## src/rtl/serial_word_packer_if.sv

```systemverilog
// Bus between the serial word packer and its neighbours: serial symbol input,
// parallel word output handshake and overflow flag. Frame exists only with SWP_FRAME_EN.
interface serial_word_packer_if #(
  parameter int pwidth = 32,
  parameter int swidth = 1
);
  logic [swidth-1:0] SIn;
  logic              SInValid;
`ifdef SWP_FRAME_EN
  logic              Frame;
`endif
  logic [pwidth-1:0] POut;
  logic              POutValid;
  logic              POutReady;
  logic              Overflow;

  // Output handshake: a word moves on any rising edge where POutValid and POutReady
  // are both 1. POut/POutValid never change while POutValid=1 and POutReady=0, and
  // POutValid never depends combinationally on POutReady. SIn has no backpressure.
  modport master (
`ifdef SWP_FRAME_EN
    output Frame,
`endif
    output SIn, SInValid, POutReady,
    input  POut, POutValid, Overflow
  );

  modport slave (
`ifdef SWP_FRAME_EN
    input  Frame,
`endif
    input  SIn, SInValid, POutReady,
    output POut, POutValid, Overflow
  );
endinterface

```

## src/rtl/serial_word_packer.sv

```systemverilog
// Packs MSB-first serial symbols into pwidth-bit words behind a 2-entry output FIFO.
// Optional macro SWP_FRAME_EN adds the Frame input that restarts word alignment.
module serial_word_packer #(
  parameter int pwidth = 32,
  parameter int swidth = 1
) (
  input logic                  Clock,
  input logic                  Reset,
  serial_word_packer_if.slave  bus
);
  localparam int N  = pwidth / swidth;
  localparam int CW = (N > 1) ? $clog2(N) : 1;

  logic [CW-1:0]     cnt_q, cnt_d, cnt_base;
  logic [pwidth-1:0] part_q, part_d, word;
  logic              start, complete, pop, full;

  logic [pwidth-1:0] mem_q [2];
  logic [pwidth-1:0] mem_d [2];
  logic              wr_q, wr_d, rd_q, rd_d;
  logic [1:0]        occ_q, occ_d;
  logic [pwidth-1:0] pout_q, pout_d;
  logic              pv_q, pv_d, ovf_q, ovf_d;

  // Symbol assembly; a framed symbol starts from an empty word at count 0.
  always_comb begin
`ifdef SWP_FRAME_EN
    start = bus.SInValid & bus.Frame;
`else
    start = 1'b0;
`endif
    cnt_base = start ? '0 : cnt_q;
    word     = start ? pwidth'(bus.SIn) : ((part_q << swidth) | pwidth'(bus.SIn));
    complete = bus.SInValid && (cnt_base == CW'(N - 1));
    cnt_d    = cnt_q;
    part_d   = part_q;
    if (bus.SInValid) begin
      if (complete) begin
        cnt_d  = '0;
        part_d = '0;
      end else begin
        cnt_d  = cnt_base + CW'(1);
        part_d = word;
      end
    end
  end

  // FIFO update; the output register always mirrors the post-edge head entry.
  always_comb begin
    pop   = pv_q & bus.POutReady;
    full  = (occ_q == 2'd2);
    mem_d = mem_q;
    wr_d  = wr_q;
    rd_d  = rd_q;
    occ_d = occ_q;
    ovf_d = ovf_q;
    if (complete && full && !pop) begin
      ovf_d = 1'b1;
    end else begin
      if (complete) begin
        mem_d[wr_q] = word;
        wr_d        = ~wr_q;
      end
      if (pop) rd_d = ~rd_q;
      case ({complete, pop})
        2'b10:   occ_d = occ_q + 2'd1;
        2'b01:   occ_d = occ_q - 2'd1;
        default: occ_d = occ_q;
      endcase
    end
    pv_d   = (occ_d != 2'd0);
    pout_d = pv_d ? mem_d[rd_d] : pout_q;
  end

  always_ff @(posedge Clock) begin
    if (!Reset) begin
      cnt_q    <= '0;
      part_q   <= '0;
      mem_q[0] <= '0;
      mem_q[1] <= '0;
      wr_q     <= 1'b0;
      rd_q     <= 1'b0;
      occ_q    <= 2'd0;
      pout_q   <= '0;
      pv_q     <= 1'b0;
      ovf_q    <= 1'b0;
    end else begin
      cnt_q    <= cnt_d;
      part_q   <= part_d;
      mem_q[0] <= mem_d[0];
      mem_q[1] <= mem_d[1];
      wr_q     <= wr_d;
      rd_q     <= rd_d;
      occ_q    <= occ_d;
      pout_q   <= pout_d;
      pv_q     <= pv_d;
      ovf_q    <= ovf_d;
    end
  end

  assign bus.POut      = pout_q;
  assign bus.POutValid = pv_q;
  assign bus.Overflow  = ovf_q;
endmodule

```

## src/flat_wrapper.sv

```systemverilog
// flat-port wrapper written by rule: the top's interface ports become plain ports
module serial_word_packer_flat 
#(
  parameter int pwidth = 32,
  parameter int swidth = 1
)
  (Clock, Reset, bus_SIn, bus_SInValid, bus_POutReady, bus_POut, bus_POutValid, bus_Overflow);
  serial_word_packer_if #(.pwidth(pwidth), .swidth(swidth)) bus_i ();
  input logic Clock;
  input logic Reset;
  input wire logic [$bits(bus_i.SIn)-1:0] bus_SIn;
  input wire logic [$bits(bus_i.SInValid)-1:0] bus_SInValid;
  input wire logic [$bits(bus_i.POutReady)-1:0] bus_POutReady;
  output wire logic [$bits(bus_i.POut)-1:0] bus_POut;
  output wire logic [$bits(bus_i.POutValid)-1:0] bus_POutValid;
  output wire logic [$bits(bus_i.Overflow)-1:0] bus_Overflow;
  assign bus_i.SIn = bus_SIn;
  assign bus_i.SInValid = bus_SInValid;
  assign bus_i.POutReady = bus_POutReady;
  assign bus_POut = bus_i.POut;
  assign bus_POutValid = bus_i.POutValid;
  assign bus_Overflow = bus_i.Overflow;
  serial_word_packer #(.pwidth(pwidth), .swidth(swidth)) u_core (.Clock(Clock), .Reset(Reset), .bus(bus_i));
endmodule
```

## config.mk

```make
export PLATFORM = sky130hd
export DESIGN_NAME = serial_word_packer_flat
export DESIGN_NICKNAME = d
export VERILOG_FILES = /design/src/rtl/serial_word_packer_if.sv /design/src/rtl/serial_word_packer.sv /design/src/flat_wrapper.sv
export SDC_FILE = /design/constraint.sdc
export NUM_CORES = 1
export LEC_CHECK = 0
export BUFFER_PORTS_ARGS = -buffer_cell sky130_fd_sc_hd__clkbuf_2
export CAP_MARGIN = 20
export CORE_ASPECT_RATIO = 0.9
export CORE_UTILIZATION = 42
export CTS_BUF_LIST = sky130_fd_sc_hd__clkbuf_16
export DETAILED_ROUTE_END_ITERATION = 12
export GPL_ROUTABILITY_DRIVEN = 1
export PLACE_DENSITY = 0.57
export RECOVER_POWER = 50
export SLEW_MARGIN = 20
export SYNTH_ARGS = -nofsm -noshare
export SYNTH_HDL_FRONTEND = slang
export SYNTH_SLANG_ARGS = --single-unit
```

## constraint.sdc

```tcl
create_clock -name Clock -period 3.8 [get_ports Clock]
set_input_delay 0.76 -clock Clock [delete_from_list [all_inputs] [get_ports Clock]]
set_output_delay 0.76 -clock Clock [all_outputs]
set_load 0.02 [all_outputs]
```

==> summary.md <==
| Metric | Value |
|---|---|
| Cells after Synth | 713 |
| Max Slew Vio Count | slightly above 100 |
| Post-Syn Nets | between 700 and 800 |
| Worst-Skew Late Latency | approximately 0.42 ns |
| Fillers | ~1,400 |
| Vias in the first global route | 5,102 |
| Failing checks | capacitance limit, slew limit |
| Final design instance area without fill | just under 7000 um2 |
| Post-CTS sizing | 0 |
| Synth Register Bits | about 140 |
| Slew margin rel. | -0.4507 |
| Final WL | approximately 17,000 um |
| Placed cell areas | 6506 um2 |
| Hold_buf cts | 0 |
| RD Place Congestion | between 0.7 and 0.8 |
| Post-synthesis cell area | 6238 um2 |
| Clk sink count | roughly 140 |
| Netlist cell types | 47 |
| CTS root buffer | clkbuf_16 |
| CP peak stage delay | roughly 0.73 ns |
| Setup CP Type | flop to flop |
| Die area | 15,350 um2 |
| Grt ovf | 0 |
| Antenna violations before repair | 0 |
| Worst EP required | 4.10 ns |
| Vias | a little over 5,000 |
| DRC errors left | 0 |
| Worst-path clk slew | about 0.050 ns |
| Pin count of the biggest net entering global routing | around 100 |
| Total power | just under 0.003 W |
| Top cells by count, synth | dfxtp_1, nand2_1, a21oi_1 |
| Worst EP arrival | approximately 3.4 ns |
| Worst Tran Pin Value | about 2.2 ns |
| Initial Utilization | 0.4374 |
| Slowest cell on the critical path | or2_1 |
| Min cycle time layout | 3.098 ns |
| 1st-iter DRT viols | 380 |
| WL per Instance | roughly 18 um |
| All-layer global routing usage | 0.2308 |
| Area Overhead vs Synth | 11.53% |
| Number of enable flip-flop cells after synthesis | 0 |
| Fin. Hold Viols | 0 |
| Htree depth | 4 |
| Setup violation total in the final timing report | 0 |
| Routed Antenna Nets | 0 |
| Die X-Extent | approximately 130 um |
| Top area cells in the synthesized netlist | dfxtp_1, nand2_1, a21oi_1, a221oi_2, o31ai_2 |
| # diodes | 0 |
| Multi-input logic area | around 3100 um2 |
| First-pass GRT wire length | approximately 27,000 um |
| Max VDD drop | roughly 0.32 mV |
| CTS buffer count | 17 |
| Critical-path cell list | ha_1, and3_1, ha_1, and2_4, inv_4, ha_1, nor2b_1, a22o_1, or2_1, buf_12, o31ai_1 |
| Max clock buf depth | 2 |
| Postcts setup bufs | 0 |
| Worst Setup End Kind | flop |
| IO Count | 39 |
| Yosys top cell by area | dfxtp_1 |
| Final period utilization | 0.8152 |
| Most used cell, CP | ha_1 |
| Row cnt | 41 |
| Worst hold slack | approximately 0.45 ns |
| Nets@finish | between 700 and 800 |
| Setup TNS | 0 ns |
| FF/Latch Area | around 2800 um2 |
| Synth Area per Inst | 8.750 um2 |
| Placeable core region | between 10,000 and 15,000 um2 |
| Pwr dens | ~420 nW/um2 |
| Static leakage | roughly 2.4 nW |
| Max-cap violations | 1 |
| Asr flop ratio synth | 0 |
| Clock skew | 0.01193 ns |
| Initial DRT Pass Iterations | 4 |
| RSZ-0062 raised after global routing | no |
| Fmax | between 300 and 400 MHz |
| Post-DP HPWL | 9594 um |
| Vias/cell | about 5.6 |
| Synth Warn # | 0 |
| Crit path max-delay family | simple AND/OR/NAND/NOR gates |
| WP buf/inv | 2 |
| Core Util, Final | 0.4879 |
| Most frequent cell after synthesis | dfxtp_1 |
| Min-delay worst type | flop to flop |
| Die height | between 100 and 150 um |
| Startpoint Class | flop |
| Layout cells sized above 1 | 0.1269 |
| Top_reg_cell synth | dfxtp_1 |
| Top cell type's share of synthesized area | 0.4428 |
| Post-synthesis sequential area ratio | 0.4428 |
| Buffers on Ports | 38 |
| Outcome | finished, violations left |
| CTS tree | built |
| Crit-path max FO | 18 |
-- kinds of logic after synthesis --
logic type      share of synthesized area
compound gates                     0.2296
mux                              0.003209
simple gates                       0.2441
flops                              0.4428
buf+inv                           0.06097
xor+xnor                          0.01324
fa+ha+maj                        0.006017
-- sequential cells by signal, indices dropped and copies added, names as in the netlist --
name / cells
u_core.part_q: 31
u_core.bus.Overflow: 1
u_core.bus.POut: 32
u_core.occ_q: 2
u_core.rd_q: 1
u_core.bus.POutValid: 1
u_core.wr_q: 1
u_core.cnt_base: 5
u_core.mem_q: 64
-- metrics by stage --
stage / setup WS (ns) / std cells
6_report: 0.7022 / 926
3_3_place_gp: 0.7525 / 895
4_1_cts: 0.7000 / 926
3_5_place_dp: 0.6670 / 895
5_1_grt: 0.4580 / 926
2_1_floorplan: 1.021 / 713
-- final timing paths --
path / cells past startpoint / startpoint / end / slack, ns
hold / removal: 2 / u_core.mem_q[52]$_SDFF_PN0_ / u_core.mem_q[52]$_SDFF_PN0_ / 0.45
setup / recovery: 11 / u_core.cnt_base[0]$_SDFFE_PN0P_ / u_core.bus.POut[9]$_SDFFE_PN0P_ / 0.70
hold reg to reg: 2 / u_core.mem_q[52]$_SDFF_PN0_ / u_core.mem_q[52]$_SDFF_PN0_ / 0.45
setup reg to reg: 11 / u_core.cnt_base[0]$_SDFFE_PN0P_ / u_core.bus.POut[9]$_SDFFE_PN0P_ / 0.70
-- where the power goes --
part           internal, W  switching, W
sequential         0.00145    0.00000306
combinational    0.0000137     0.0000416
clock             0.000862      0.000580
total              0.00233      0.000625
-- cell type report --
class / instances / share of cell area
Timing Repair Buffer: 56 / 0.04568
Tap cell: 193 / 0.03471
Clock inverter: 14 / 0.01133
Inverter: 10 / 0.005754
Sequential cell: 138 / 0.3971
Multi-Input combinational cell: 498 / 0.4443
Clock buffer: 17 / 0.06114
-- metal layers --
layer	share of wire	up-vias	track usage	wire length (um)
li1	-	2543	-	-
met1	0.45	2505	0.2959	7564
met2	0.50	105	0.3873	8282
met3	0.044	12	0.05364	728
met4	0.0075	0	0.05603	125
met5	0	-	0	0
-- worst min-delay path, cell delays in order (launching register included) --
cell and delay [ns]:
dfxtp_1 0.30, nand2_1 0.05, a21oi_1 0.05
-- cell usage in the layout (no fill, tap or decap), drive strengths merged, types with 3 or more instances in the layout --
master	instances
a21oi	94
clkbuf	56
a211oi	20
nand2b	29
ha	3
nor3	30
nor2b	5
nor2	14
dfxtp	138
nand3b	30
buf	17
inv	18
o31ai	32
clkinv	5
and2	4
and3	29
a221oi	28
nand3	33
nand2	125
Power figures use the tool's default switching activity.
